$ cat src/rtl/mac_sequencer_if.sv
// Stream and MAC-lane handshake bundle for mac_sequencer.
// slave = the sequencer side, master = operand source / result sink / MAC side.
interface mac_sequencer_if #(
    parameter int DATA_WIDTH = 8
);
    logic                      start;
    logic                      busy;
    logic                      in_valid;
    logic                      in_ready;
    logic [DATA_WIDTH-1:0]     in_a;
    logic [DATA_WIDTH-1:0]     in_b;
    logic                      mac_en;
    logic                      mac_clr;
    logic [DATA_WIDTH-1:0]     mac_a;
    logic [DATA_WIDTH-1:0]     mac_b;
    logic [3*DATA_WIDTH-1:0]   mac_cout;
    logic                      res_valid;
    logic                      res_ready;
    logic [3*DATA_WIDTH-1:0]   res_data;
    logic                      done;

    modport slave (
        input  start, in_valid, in_a, in_b, mac_cout, res_ready,
        output busy, in_ready, mac_en, mac_clr, mac_a, mac_b, res_valid, res_data, done
    );

    modport master (
        output start, in_valid, in_a, in_b, mac_cout, res_ready,
        input  busy, in_ready, mac_en, mac_clr, mac_a, mac_b, res_valid, res_data, done
    );
endinterface

$ cat src/rtl/mac_sequencer.sv
// Drives one MAC lane through a VEC_LEN-pair dot product fed from an operand FIFO.
// Optional `MAC_SEQ_ABORT_EN adds an abort input that returns any active job to IDLE.
module mac_sequencer #(
    parameter int DATA_WIDTH = 8,
    parameter int VEC_LEN    = 8,
    parameter int FIFO_DEPTH = 4
) (
    input  logic           clk,
    input  logic           rst_n,
`ifdef MAC_SEQ_ABORT_EN
    input  logic           abort,
`endif
    mac_sequencer_if.slave bus
);
    localparam int PTR_W = $clog2(FIFO_DEPTH);
    localparam int CNT_W = $clog2(FIFO_DEPTH + 1);
    localparam int VC_W  = $clog2(VEC_LEN + 1);

    typedef enum logic [2:0] {
        S_IDLE,
        S_CLEAR,
        S_RUN,
        S_CAPTURE,
        S_RESULT
    } state_t;

    state_t                state, state_nx;
    logic [DATA_WIDTH-1:0] mem_a [FIFO_DEPTH];
    logic [DATA_WIDTH-1:0] mem_b [FIFO_DEPTH];
    logic [PTR_W-1:0]      wr_ptr, rd_ptr;
    logic [CNT_W-1:0]      fcount;
    logic [VC_W-1:0]       pair_cnt;
    logic                  full, empty, push, pop, last_pair;
    logic                  abort_go, abort_clr;

    assign full      = (fcount == CNT_W'(FIFO_DEPTH));
    assign empty     = (fcount == '0);
    assign push      = bus.in_valid && !full;
    assign last_pair = (pair_cnt == VC_W'(VEC_LEN - 1));

`ifdef MAC_SEQ_ABORT_EN
    assign abort_go = abort && (state != S_IDLE);
`else
    assign abort_go = 1'b0;
`endif

    // Storage needs no reset; occupancy is tracked by the pointers and count.
    always_ff @(posedge clk) begin
        if (push) begin
            mem_a[wr_ptr] <= bus.in_a;
            mem_b[wr_ptr] <= bus.in_b;
        end
    end

    always_ff @(posedge clk or negedge rst_n) begin
        if (!rst_n) begin
            wr_ptr <= '0;
            rd_ptr <= '0;
            fcount <= '0;
        end else if (abort_go) begin
            wr_ptr <= '0;
            rd_ptr <= '0;
            fcount <= '0;
        end else begin
            if (push) wr_ptr <= wr_ptr + PTR_W'(1);
            if (pop)  rd_ptr <= rd_ptr + PTR_W'(1);
            fcount <= fcount + CNT_W'(push) - CNT_W'(pop);
        end
    end

    always_comb begin
        state_nx = state;
        pop      = 1'b0;
        case (state)
            S_IDLE:    if (bus.start) state_nx = S_CLEAR;
            S_CLEAR:   state_nx = S_RUN;
            S_RUN: begin
                pop = !empty;
                if (pop && last_pair) state_nx = S_CAPTURE;
            end
            S_CAPTURE: state_nx = S_RESULT;
            S_RESULT:  if (bus.res_ready) state_nx = S_IDLE;
            default:   state_nx = S_IDLE;
        endcase
        if (abort_go) state_nx = S_IDLE;
    end

    always_ff @(posedge clk or negedge rst_n) begin
        if (!rst_n) begin
            state        <= S_IDLE;
            pair_cnt     <= '0;
            abort_clr    <= 1'b0;
            bus.done     <= 1'b0;
            bus.res_data <= '0;
        end else begin
            state     <= state_nx;
            abort_clr <= abort_go;
            bus.done  <= (state == S_RESULT) && bus.res_ready && !abort_go;
            if (state == S_CLEAR)
                pair_cnt <= '0;
            else if (pop)
                pair_cnt <= pair_cnt + VC_W'(1);
            // The last enable landed on the previous edge, so mac_cout is final here.
            if (state == S_CAPTURE)
                bus.res_data <= bus.mac_cout;
        end
    end

    assign bus.busy      = (state != S_IDLE);
    assign bus.in_ready  = !full;
    assign bus.mac_en    = pop;
    assign bus.mac_clr   = (state == S_CLEAR) || abort_clr;
    assign bus.mac_a     = pop ? mem_a[rd_ptr] : '0;
    assign bus.mac_b     = pop ? mem_b[rd_ptr] : '0;
    assign bus.res_valid = (state == S_RESULT);
endmodule

$ cat src/flat_wrapper.sv
// flat-port wrapper written by rule: the top's interface ports become plain ports
module mac_sequencer_flat 
#(
    parameter int DATA_WIDTH = 8,
    parameter int VEC_LEN    = 8,
    parameter int FIFO_DEPTH = 4
)
  (clk, rst_n, bus_start, bus_in_valid, bus_in_a, bus_in_b, bus_mac_cout, bus_res_ready, bus_busy, bus_in_ready, bus_mac_en, bus_mac_clr, bus_mac_a, bus_mac_b, bus_res_valid, bus_res_data, bus_done);
  mac_sequencer_if #(.DATA_WIDTH(DATA_WIDTH)) bus_i ();
  input  logic clk;
  input  logic rst_n;
  input wire logic [$bits(bus_i.start)-1:0] bus_start;
  input wire logic [$bits(bus_i.in_valid)-1:0] bus_in_valid;
  input wire logic [$bits(bus_i.in_a)-1:0] bus_in_a;
  input wire logic [$bits(bus_i.in_b)-1:0] bus_in_b;
  input wire logic [$bits(bus_i.mac_cout)-1:0] bus_mac_cout;
  input wire logic [$bits(bus_i.res_ready)-1:0] bus_res_ready;
  output wire logic [$bits(bus_i.busy)-1:0] bus_busy;
  output wire logic [$bits(bus_i.in_ready)-1:0] bus_in_ready;
  output wire logic [$bits(bus_i.mac_en)-1:0] bus_mac_en;
  output wire logic [$bits(bus_i.mac_clr)-1:0] bus_mac_clr;
  output wire logic [$bits(bus_i.mac_a)-1:0] bus_mac_a;
  output wire logic [$bits(bus_i.mac_b)-1:0] bus_mac_b;
  output wire logic [$bits(bus_i.res_valid)-1:0] bus_res_valid;
  output wire logic [$bits(bus_i.res_data)-1:0] bus_res_data;
  output wire logic [$bits(bus_i.done)-1:0] bus_done;
  assign bus_i.start = bus_start;
  assign bus_i.in_valid = bus_in_valid;
  assign bus_i.in_a = bus_in_a;
  assign bus_i.in_b = bus_in_b;
  assign bus_i.mac_cout = bus_mac_cout;
  assign bus_i.res_ready = bus_res_ready;
  assign bus_busy = bus_i.busy;
  assign bus_in_ready = bus_i.in_ready;
  assign bus_mac_en = bus_i.mac_en;
  assign bus_mac_clr = bus_i.mac_clr;
  assign bus_mac_a = bus_i.mac_a;
  assign bus_mac_b = bus_i.mac_b;
  assign bus_res_valid = bus_i.res_valid;
  assign bus_res_data = bus_i.res_data;
  assign bus_done = bus_i.done;
  mac_sequencer #(.DATA_WIDTH(DATA_WIDTH), .VEC_LEN(VEC_LEN), .FIFO_DEPTH(FIFO_DEPTH)) u_core (.clk(clk), .rst_n(rst_n), .bus(bus_i));
endmodule
$ cat config.mk
export PLATFORM = sky130hd
export DESIGN_NAME = mac_sequencer_flat
export DESIGN_NICKNAME = d
export VERILOG_FILES = /design/src/rtl/mac_sequencer_if.sv /design/src/rtl/mac_sequencer.sv /design/src/flat_wrapper.sv
export SDC_FILE = /design/constraint.sdc
export NUM_CORES = 1
export LEC_CHECK = 0
export CORE_ASPECT_RATIO = 1.1
export CORE_UTILIZATION = 50
export CTS_BUF_LIST = sky130_fd_sc_hd__clkbuf_4 sky130_fd_sc_hd__clkbuf_8 sky130_fd_sc_hd__clkbuf_16
export DETAILED_ROUTE_END_ITERATION = 10
export PLACE_DENSITY = 0.79
export SYNTH_ARGS = -nofsm -noshare
export SYNTH_HDL_FRONTEND = slang
export SYNTH_SLANG_ARGS = --single-unit
export TNS_END_PERCENT = 30
$ cat constraint.sdc
create_clock -name clk -period 7.4 [get_ports clk]
set_clock_uncertainty 0.15 [all_clocks]
set_input_delay 0.74 -clock clk [delete_from_list [all_inputs] [get_ports clk]]
set_output_delay 0.74 -clock clk [all_outputs]
set_load 0.005 [all_outputs]
---- Word level (Yosys, flattened, before mapping) ----
Memory sizes are Yosys's and may differ from the RTL's.
Cells that the tools add are included.
word-level totals
  register bits ........................... 39
  RAM bits ................................ 64
  bits of input ports ..................... 45
  output and inout port bits .............. 46
  memories ................................ 2
memory list
  memory        words  width  rd ports  clocked after memory_dff  wr ports  line                 source
  u_core.mem_a  4      8      1         0                         1         mac_sequencer.sv:28  logic [DATA_WIDTH-1:0] mem_a [FIFO_DEPTH];
  u_core.mem_b  4      8      1         0                         1         mac_sequencer.sv:29  logic [DATA_WIDTH-1:0] mem_b [FIFO_DEPTH];
cells by class
  add/subtract/negate cells ............... 5
  equality and inequality tests ........... 9
  muxes and demuxes ....................... 11
  reductions and logical operators ........ 10
operators by type and width
  operator                                                number
  2-to-1 mux 8 bit                                        2
  one-hot mux 3 bit (5 select lines)                      1
  2-to-1 mux 3 bit                                        3
  2-to-1 mux 4 bit                                        2
  == test 3 x 2 -> 1 bit (second input constant)          2
  == test 3 bit (second input constant)                   2
  logical NOT 3 bit                                       2
  adder 2 x 1 -> 2 bit (second input constant)            2
  adder 4 x 1 -> 4 bit (second input constant)            1
  == test 4 x 3 -> 1 bit (second input constant)          1
  inequality test 2 bit (second input constant)           2
  adder 3 x 1 -> 3 bit                                    1
  == test 3 x 1 -> 1 bit (second input constant)          1
  logical AND 1 bit                                       3
  2-to-1 mux 1 bit                                        3
  AND reduction 3 bit                                     1
  nonzero test 3 bit                                      1
  subtractor 3 x 1 -> 3 bit                               1
  logical NOT 1 bit                                       2
  inequality test 2 x 1 -> 1 bit (second input constant)  1
  nonzero test 2 bit                                      1

---- Depth between registers and ports, before layout ----
Gate-level depths: netlist of the first run.
  depth after elaboration ................. 5
  gate-level depth with buffers ........... 11

---- Least setup slack after synthesis of the first run ----
OpenSTA, ideal clock, no wires.
  path type ............................... register to register
  from .................................... register u_core.fcount[1]
  to ...................................... register u_core.fcount[2]
  library setup time ...................... 0.123 ns
  arrival ................................. 2.214 ns
  path slack .............................. 4.913 ns
  cell stages (with the launch flop) ...... 11
  path buffers ............................ 1
  path through ............................ dfrtp_1 -> or3_1 -> clkbuf_1 -> nand2_1 -> inv_1 -> ha_1 -> inv_1 -> ha_1 -> fa_1 -> xnor2_1 -> xnor2_1
RTL lines
  item                       line                 source
  start, declared            mac_sequencer.sv:31  logic [CNT_W-1:0] fcount;
  start signal, assigned     mac_sequencer.sv:67  fcount <= fcount + CNT_W'(push) - CNT_W'(pop);
  logical NOT 3 bit          mac_sequencer.sv:37  assign empty = (fcount == '0);
  logical NOT 1 bit          mac_sequencer.sv:78  pop = !empty;
  2-to-1 mux 1 bit           mac_sequencer.sv:74  case (state)
  named net bus_mac_en       flat_wrapper.sv:20   output wire logic [$bits(bus_i.mac_en)-1:0] bus_mac_en;
  subtractor 3 x 1 -> 3 bit  mac_sequencer.sv:67
The timed path passes the listed nets, and every way through them passes these cells.
A chain may end at the register's enable or synchronous reset.

---- Worst setup path in the final report of the first run ----
  from .................................... register u_core.rd_ptr[0]
  to ...................................... output port bus_mac_b[0]
between the ends
  cells in the longest elaborated chain, start to end .. 2
RTL lines
  item                    line                  source
  start, declared         mac_sequencer.sv:30   logic [PTR_W-1:0] wr_ptr, rd_ptr;
  start signal, assigned  mac_sequencer.sv:66   if (pop) rd_ptr <= rd_ptr + PTR_W'(1);
  memory (4 x 8 bit)      -
  2-to-1 mux 8 bit        mac_sequencer.sv:114  assign bus.mac_b = pop ? mem_b[rd_ptr] : '0;
  end, declared           flat_wrapper.sv:23    output wire logic [$bits(bus_i.mac_b)-1:0] bus_mac_b;
Every way passes these cells.

==> flow_summary.ini, run 1 <==
[drt]
wirelength_um = 7160
route.vias.total = 2277
dr.pass1.iters = 5
wire_per_inst_um = 16.4
postRouteAntennaNets = 0
via_per_inst = 5.22
initialDrtViolationCount = 104
drcViolationCount = 0

[clock_network]
cts_tree = built
cts_buffer_depth = 2
clk_latency_ps = 360
post_cts_buffers = 0
hold_buffers = 0
cts.sinks = 103
cts_buffers = 9
cts_resized = 0
clockRootBuffer = clkbuf_8
htree_levels = 3
clkSlewWorstSetupHoldPaths_ps = 110

[timing]
maxSlewHeadroom = 0.220
rsz0062_at_grt = false
fin_crit_sh = 0.485
fin_crit_ps = 3590
worst_slack_ps = 3810
report.final.slew_viol_count = 0
setup_viol = 0
hold_viol = 0
holdWs_ps = 317
worst_pin_slew_ps = 1170
finalSetupTns_ps = 0
max_freq_mhz = 279

[synthesis]
ys_warn_count = 0
async_reset_ff_frac = 0.379
synth_cells = 233
ys_seq_area_frac = 0.700
ys_types = 31
synth_edf_count = 64
synth_area_um2 = 4140
synthFlopType = edfxtp_1
avgSynthCellArea_um2 = 17.8
synth_nets = 286
ys_ff_latch = 103

[worst_setup_path]
cp-start-kind = flop
worstPathRequired_ps = 6510
worstReg2RegStart = u_core.fcount[1]
cp-endpoint = bus_mac_b[0]
worstPathMaxFanout = 18
worst-setup-path-type = reg2out
crit_start = u_core.rd_ptr[0]
regToRegSetupSlack_ps = 4620
critPathSlowestCell = dfrtp_1
path_cells = mux4_2, and3_1, clkdlybuf4s50_1
crit_path_end_kind = output pin
cpPeakStageDelay_ps = 1080
r2r_end = u_core.fcount[2]
worstPathArrival_ps = 2700
rr_worst_depth = 9

[place]
gp_congestion = 0.708
port_buffers = 90
dpl.hpwl_um = 4810
place_area_um2 = 5110
dp_cells = 420
post-place-ws_ps = 4150

[final_layout]
fin_util = 0.667
antenna_cells = 0
layout.nets = 376
final_area_um2 = 5310
fin_cells = 436
drive_above_1_share = 0.195
nFillCells = 561
area_growth_pct = 28.2

[grt]
gr-total-overflow = 0
grt_use_total = 0.185
grt_busiest_layer = met2
grt_pass1_vias = 2444
met3_usage = 0.0408
met2_usage = 0.311
grt_pass1_wl_um = 11700
grtUsageMet1 = 0.225
antenna_found_initial = 0
grt_max_degree = 40

[power_and_ir_drop]
leakagePower_nw = 2.02
power.total_mw = 2.02
ir_worst_vdd_v = 0.000204
p_per_area_nw_per_um2 = 381

[floorplanning]
fp.dieW_um = 88.8
fp.dieArea_um2 = 8650
io_pins = 91
core-area_um2 = 7960
row_count = 34
die_y_um = 97.5
start_util = 0.521

[flow_run]
cap_violations = 0

[run_status]
outcome = finished, final reports clean

[worst_hold_path]
hold_class = in2async
flip-flops by register name, indices dropped and copies added, names as in the netlist:
signal and count:
u_core.bus.res_data 24, u_core.fcount 3, u_core.rd_ptr 2, u_core.wr_ptr 2, u_core.bus.done 1, u_core.mem_a 32
u_core.mem_b 32, u_core.pair_cnt 4, u_core.state 3
critical path, delay by kind of cell, from the launching register on:
kind,cells,cell delay (ps)
buf+inv,1,450
mux,1,610
flops,1,1080
simple gates,1,190
worst min path at each step:
stage | startpoint | end | slack, ps | cells past startpoint
after floorplan | rst_n | u_core.bus.done | 290 | 0
after global placement | u_core.pair_cnt[3] | u_core.pair_cnt[3] | 320 | 1
after detailed placement | u_core.pair_cnt[3] | u_core.pair_cnt[3] | 320 | 1
after CTS | rst_n | u_core.bus.res_data[22] | 340 | 1
after global routing | rst_n | u_core.bus.res_data[22] | 360 | 1
final | rst_n | u_core.bus.res_data[22] | 320 | 1
final cells by class:
| cell class | count | area (µm²) | share of cell area |
|---|---|---|---|
| inverter | 9 | 33.8 | 0.00636 |
| clock buffer | 9 | 124 | 0.0233 |
| clock inverter | 7 | 75.1 | 0.0141 |
| timing repair buffer | 91 | 903 | 0.170 |
| tap | 108 | 135 | 0.0255 |
| multi-input combinational | 109 | 1140 | 0.215 |
| sequential | 103 | 2900 | 0.546 |
synthesized netlist by cell type (2+ instances only):
cell type | instances | share of area
nand3_1 | 4 | 0.0048
mux4_2 | 16 | 0.087
buf_2 | 3 | 0.0036
and3_1 | 17 | 0.026
a21oi_1 | 2 | 0.0024
buf_6 | 2 | 0.0054
inv_1 | 9 | 0.0082
nor3_1 | 3 | 0.0036
mux2i_1 | 2 | 0.0048
or3_1 | 3 | 0.0045
and2_1 | 4 | 0.0060
nor2_1 | 3 | 0.0027
clkbuf_1 | 3 | 0.0027
edfxtp_1 | 64 | 0.46
o21ai_0 | 3 | 0.0036
xnor2_1 | 6 | 0.013
nand2_1 | 5 | 0.0045
buf_4 | 3 | 0.0054
dfrtp_1 | 39 | 0.24
mux2_2 | 25 | 0.068
ha_1 | 7 | 0.021
cells by family (layout without fill, tap and decap cells):
logic type / count (synthesis) / count (layout) / share of synthesized area
flops: 103 / 103 / 0.700
fa+ha+maj: 8 / 8 / 0.0260
mux: 43 / 43 / 0.160
simple gates: 45 / 45 / 0.0644
xor+xnor: 6 / 6 / 0.0127
buf+inv: 21 / 116 / 0.0266
compound gates: 7 / 7 / 0.0109
power by group:
part           switching (mW)  internal, mW  leakage [nW]
clock                   0.208         0.133        0.0981
combinational           0.274         0.482         0.866
sequential              0.130         0.796          1.05
per-layer routing:
layer	part of all wire	up-vias
li1	-	1056
met1	0.41	1165
met2	0.53	42
met3	0.033	14
met4	0.023	0
met5	0	-
layout by cell type (no fill, tap or decap), types with 2 or more instances in the layout:
master,Yosys,layout
or3_1,3,3
nor2_1,3,3
clkbuf_8,0,9
ha_1,7,7
and3_1,17,17
inv_8,0,3
mux4_2,16,16
nand3_1,4,4
and2_1,4,4
xnor2_1,6,6
o21ai_0,3,3
inv_1,9,9
mux2_2,25,25
clkdlybuf4s50_1,0,89
edfxtp_1,64,64
dfrtp_1,39,39
clkinv_4,0,2
a21oi_1,2,2
mux2i_1,2,2
nand2_1,5,5
nor3_1,3,3
Note: power is estimated with default switching activity, not from simulation.
==> inputs of run 2 (changes only) <==
Clock period 7.4 ns to 3.75 ns, I/O delays scaled along.
==> run 2 against run 1 <==
Compared with the run above:
- setup slack got worse by 3100 ps
- register-to-register slack got worse by 3700 ps
- core utilization increased by 0.19 points
- design area increased by 0.28%
- clock power increased by 98%
- power increased by 98%
- largest cell class unchanged
- highest routed layer unchanged
==> flow_summary.ini, run 2 (synthesis results as in run 1) <==
[worst_setup_path]
worstPathRequired_ps = 3220
worst-setup-path-type = reg2out
crit_path_end_kind = output pin
cp-start-kind = flop
r2r_end = u_core.fcount[2]
rr_worst_depth = 9
worstPathMaxFanout = 11
regToRegSetupSlack_ps = 950
worstReg2RegStart = u_core.fcount[1]
worstPathArrival_ps = 2530

[grt]
antenna_found_initial = 0
grt_use_total = 0.191
grt_max_degree = 40
grt_pass1_vias = 2433
gr-total-overflow = 0
grt_pass1_wl_um = 12000

[power_and_ir_drop]
power.total_mw = 4.01
leakagePower_nw = 2.03
ir_worst_vdd_v = 0.000309
p_per_area_nw_per_um2 = 753

[drt]
postRouteAntennaNets = 0
drcViolationCount = 0
route.vias.total = 2251
via_per_inst = 5.14
dr.pass1.iters = 4
wire_per_inst_um = 17.0
initialDrtViolationCount = 114
wirelength_um = 7430

[timing]
setup_viol = 0
worst_slack_ps = 700
holdWs_ps = 353
worst_pin_slew_ps = 1160
rsz0062_at_grt = false
max_freq_mhz = 328
report.final.slew_viol_count = 0
maxSlewHeadroom = 0.222
fin_crit_sh = 0.813
hold_viol = 0
fin_crit_ps = 3050
finalSetupTns_ps = 0

[place]
dpl.hpwl_um = 4950
gp_congestion = 0.737
post-place-ws_ps = 952
dp_cells = 421
port_buffers = 90

[worst_hold_path]
hold_class = reg2reg
min_path_cells = 1
whs_endpoint = u_core.pair_cnt[3]
hp-start = u_core.pair_cnt[3]

[floorplanning]
fp.dieW_um = 88.8
row_count = 34
start_util = 0.521
io_pins = 91
fp.dieArea_um2 = 8650
die_y_um = 97.5
core-area_um2 = 7960

[final_layout]
layout_commonest_cell = clkdlybuf4s50_1
fin_cells = 438
reg_top3 = u_core.mem_a x32, u_core.mem_b x32, u_core.bus.res_data x24
antenna_cells = 0
area_growth_pct = 28.5
final_cell_mix = clkdlybuf4s50_1, edfxtp_1, dfrtp_1, mux2_2, and3_1
layout.nets = 378
drive_above_1_share = 0.197

[clock_network]
clk_latency_ps = 370
cts_resized = 0
cts_buffers = 9
cts_buffer_depth = 2
clockRootBuffer = clkbuf_8
htree_levels = 3
cts_tree = built
clkSlewWorstSetupHoldPaths_ps = 110
cts.sinks = 103

[run_status]
outcome = finished, final reports clean

[flow_run]
cap_violations = 0
run 2: through the flow:
step,utilization,instance area [µm²]
floorplan,-,4140
global placement,0.643,5120
detailed placement,0.643,5120
CTS,0.669,5320
global route,0.669,5320
finish,0.669,5320
run 2: area by class of cell:
class,instances,area [µm²]
clock buffer,9,124
clock inverter,7,72.6
fill,589,2630
inverter,9,33.8
multi-input combinational,109,1140
sequential,103,2900
tap,108,135
timing repair buffer,93,921
run 2: how the worst max path moves through the flow:
stage | startpoint | to | slack (ps) | cells after the start
floorplan | u_core.fcount[1] | u_core.fcount[2] | 1260 | 10
global placement | u_core.fcount[1] | u_core.fcount[2] | 1050 | 9
detailed placement | u_core.fcount[1] | u_core.fcount[2] | 950 | 9
CTS | u_core.rd_ptr[0] | bus_mac_b[4] | 640 | 4
global route | u_core.rd_ptr[0] | bus_mac_a[4] | 520 | 4
finish | u_core.rd_ptr[0] | bus_mac_b[4] | 700 | 4
run 2: report_power, final:
| part | internal, mW | switching [mW] | total [mW] |
|---|---|---|---|
| registers | 1.57 | 0.221 | 1.79 |
| logic | 0.960 | 0.580 | 1.54 |
| clock network | 0.262 | 0.411 | 0.674 |
| total | 2.79 | 1.21 | 4.01 |
run 2: layer usage:
layer / track usage / up-vias / wire (µm)
met3: 0.0306 / 15 / 226
met1: 0.245 / 1130 / 3040
met2: 0.315 / 48 / 3970
met4: 0.0918 / 0 / 194
li1: - / 1058 / -
met5: 0 / - / 0
run 2: critical path, stage by stage (launching register included):
cell	delay, ps
dfrtp_1	650
buf_4	330
mux4_2	520
and3_1	190
clkdlybuf4s50_1	460
run 2: what timing repair did:
item,CTS,global route
hold endpoints to repair,38,0
buffers inserted,0,0
hold buffers,1,0
==> inputs of run 3 (changes only) <==
Settings changed: CORE_UTILIZATION 50 to 45, PLACE_DENSITY 0.79 to 0.75.
Clock period 3.75 ns to 2.6 ns, I/O delays scaled along.
==> run 3 against run 2 <==
Compared with the run above:
- non-clock buffer count rose by 9
- first-iteration DRC count decreased by 18%
- sequential cell count unchanged
- design area grew 1.7%
- critical path depth did not move
- largest power group unchanged
- die area is 11% higher
- highest routed layer unchanged
- setup slack got worse by 600 ps
- core utilization fell by 6.2 points
- clock power up 43%
==> flow_summary.ini, run 3 (synthesis results as in run 1) <==
[clock_network]
clkSlewWorstSetupHoldPaths_ps = 100
cts.sinks = 103
htree_levels = 3
post_cts_buffers = 0
cts_buffer_depth = 2
cts_tree = built
clockRootBuffer = clkbuf_8
cts_buffers = 9
clk_latency_ps = 360

[floorplanning]
start_util = 0.464
die_y_um = 103
fp.dieArea_um2 = 9590
fp.dieW_um = 93.5
row_count = 36
core-area_um2 = 8920
io_pins = 91

[worst_setup_path]
worstPathRequired_ps = 2190
worst-setup-path-type = reg2out
worstPathArrival_ps = 2090
path_buf_inv = 2
worstPathMaxFanout = 12
cpPeakStageDelay_ps = 510
critPathSlowestCell = mux4_2
crit_path_end_kind = output pin
cp-start-kind = flop
path_cells = buf_8, mux4_2, and3_1, clkdlybuf4s50_1
cpLargestDelayFamily = buffers and inverters

[place]
gp_congestion = 0.717
dp_cells = 436
dpl.hpwl_um = 5100
port_buffers = 90

[drt]
postRouteAntennaNets = 0
drcViolationCount = 0
wirelength_um = 7650
route.vias.total = 2296
via_per_inst = 5.07
initialDrtViolationCount = 93
dr.pass1.iters = 4
wire_per_inst_um = 16.9

[grt]
grt_pass1_vias = 2302
grt_max_degree = 40
antenna_found_initial = 0
gr-total-overflow = 0
grt_use_total = 0.168
grt_pass1_wl_um = 11800

[timing]
setup_viol = 0
fin_crit_ps = 2500
max_freq_mhz = 399
maxSlewHeadroom = 0.406
report.final.slew_viol_count = 0
rsz0062_at_grt = true
finalSetupTns_ps = 0
hold_viol = 0
worst_pin_slew_ps = 890
fin_crit_sh = 0.963

[worst_hold_path]
hold_class = in2reg

[final_layout]
layout_commonest_cell = clkdlybuf4s50_1
final_cell_mix = clkdlybuf4s50_1, edfxtp_1, dfrtp_1, mux2_2, and3_1
antenna_cells = 0
ff_latch_area_um2 = 2900
nFillCells = 680
drive_above_1_share = 0.221
multiInputGateArea_um2 = 1140
area_growth_pct = 30.7
fin_cells = 453
layout.nets = 387
reg_top3 = u_core.mem_a x32, u_core.mem_b x32, u_core.bus.res_data x24

[power_and_ir_drop]
power.total_mw = 5.87
ir_worst_vdd_v = 0.000633
p_per_area_nw_per_um2 = 1080
leakagePower_nw = 2.07

[run_status]
outcome = finished, final reports clean

[flow_run]
cap_violations = 0
[run 3: cell types whose count changed in the layout (fill, tap and decap cells not counted), sizes merged]
cell,before,now
buf,3,12
clkinv,2,3
inv,13,12
[run 3: repair_timing]
| action | CTS | global route |
|---|---|---|
| endpoints found under the setup margin | 3 | 9 |
| hold endpoints to repair | 39 | 0 |
| resized for setup | 1 | 3 |
| hold buffers | 1 | 0 |
[run 3: area by class of cell]
class / instances / share of cell area
flip-flops and latches: 103 / 0.536
multi-input cells: 109 / 0.210
repair buffers: 102 / 0.185
well taps: 114 / 0.0264
clock buffers: 9 / 0.0229
clock inverters: 7 / 0.0139
inverters: 9 / 0.00624
[run 3: per-stage QoR]
step                worst slack [ps]   util  hold slack (ps)  area, µm²
floorplan                        113      -             -186       4140
global placement                 290  0.582              278       5190
detailed placement               227  0.582              282       5190
CTS                             29.8  0.606              310       5400
global route                   -3.84  0.607              331       5410
finish                          96.6  0.607              343       5410
[run 3: where the power goes]
part           switching (mW)  internal (mW)
clock                   0.587          0.376
combinational           0.918           1.46
sequential              0.262           2.27
[run 3: worst reg2reg max path, cell delays in order (launching register included)]
cell and delay, ps:
dfrtp_1 420, or3_1 400, nand2_1 100, inv_1 60
ha_1 270, inv_1 40, ha_1 180, fa_1 380
xnor2_1 170, xnor2_1 130
[run 3: worst paths after layout]
path | to | slack, ps | cells after the start | start
worst min register to register | u_core.pair_cnt[3] | 350 | 1 | u_core.pair_cnt[3]
worst min-delay path | u_core.state[2] | 340 | 2 | bus_res_ready
max in group asynchronous | u_core.state[1] | 1280 | 2 | rst_n
worst max register to register | u_core.fcount[2] | 230 | 9 | u_core.fcount[1]
worst max-delay path | bus_mac_a[1] | 100 | 4 | u_core.rd_ptr[0]
min in group asynchronous | u_core.bus.res_data[21] | 410 | 2 | rst_n
[run 3: metal layers]
metal | vias up | track usage | routed length, µm
met3 | 4 | 0.0398 | 244
met4 | 0 | 0.0604 | 59
met1 | 1176 | 0.222 | 3390
met5 | - | 0 | 0
met2 | 38 | 0.274 | 3960
li1 | 1078 | - | -
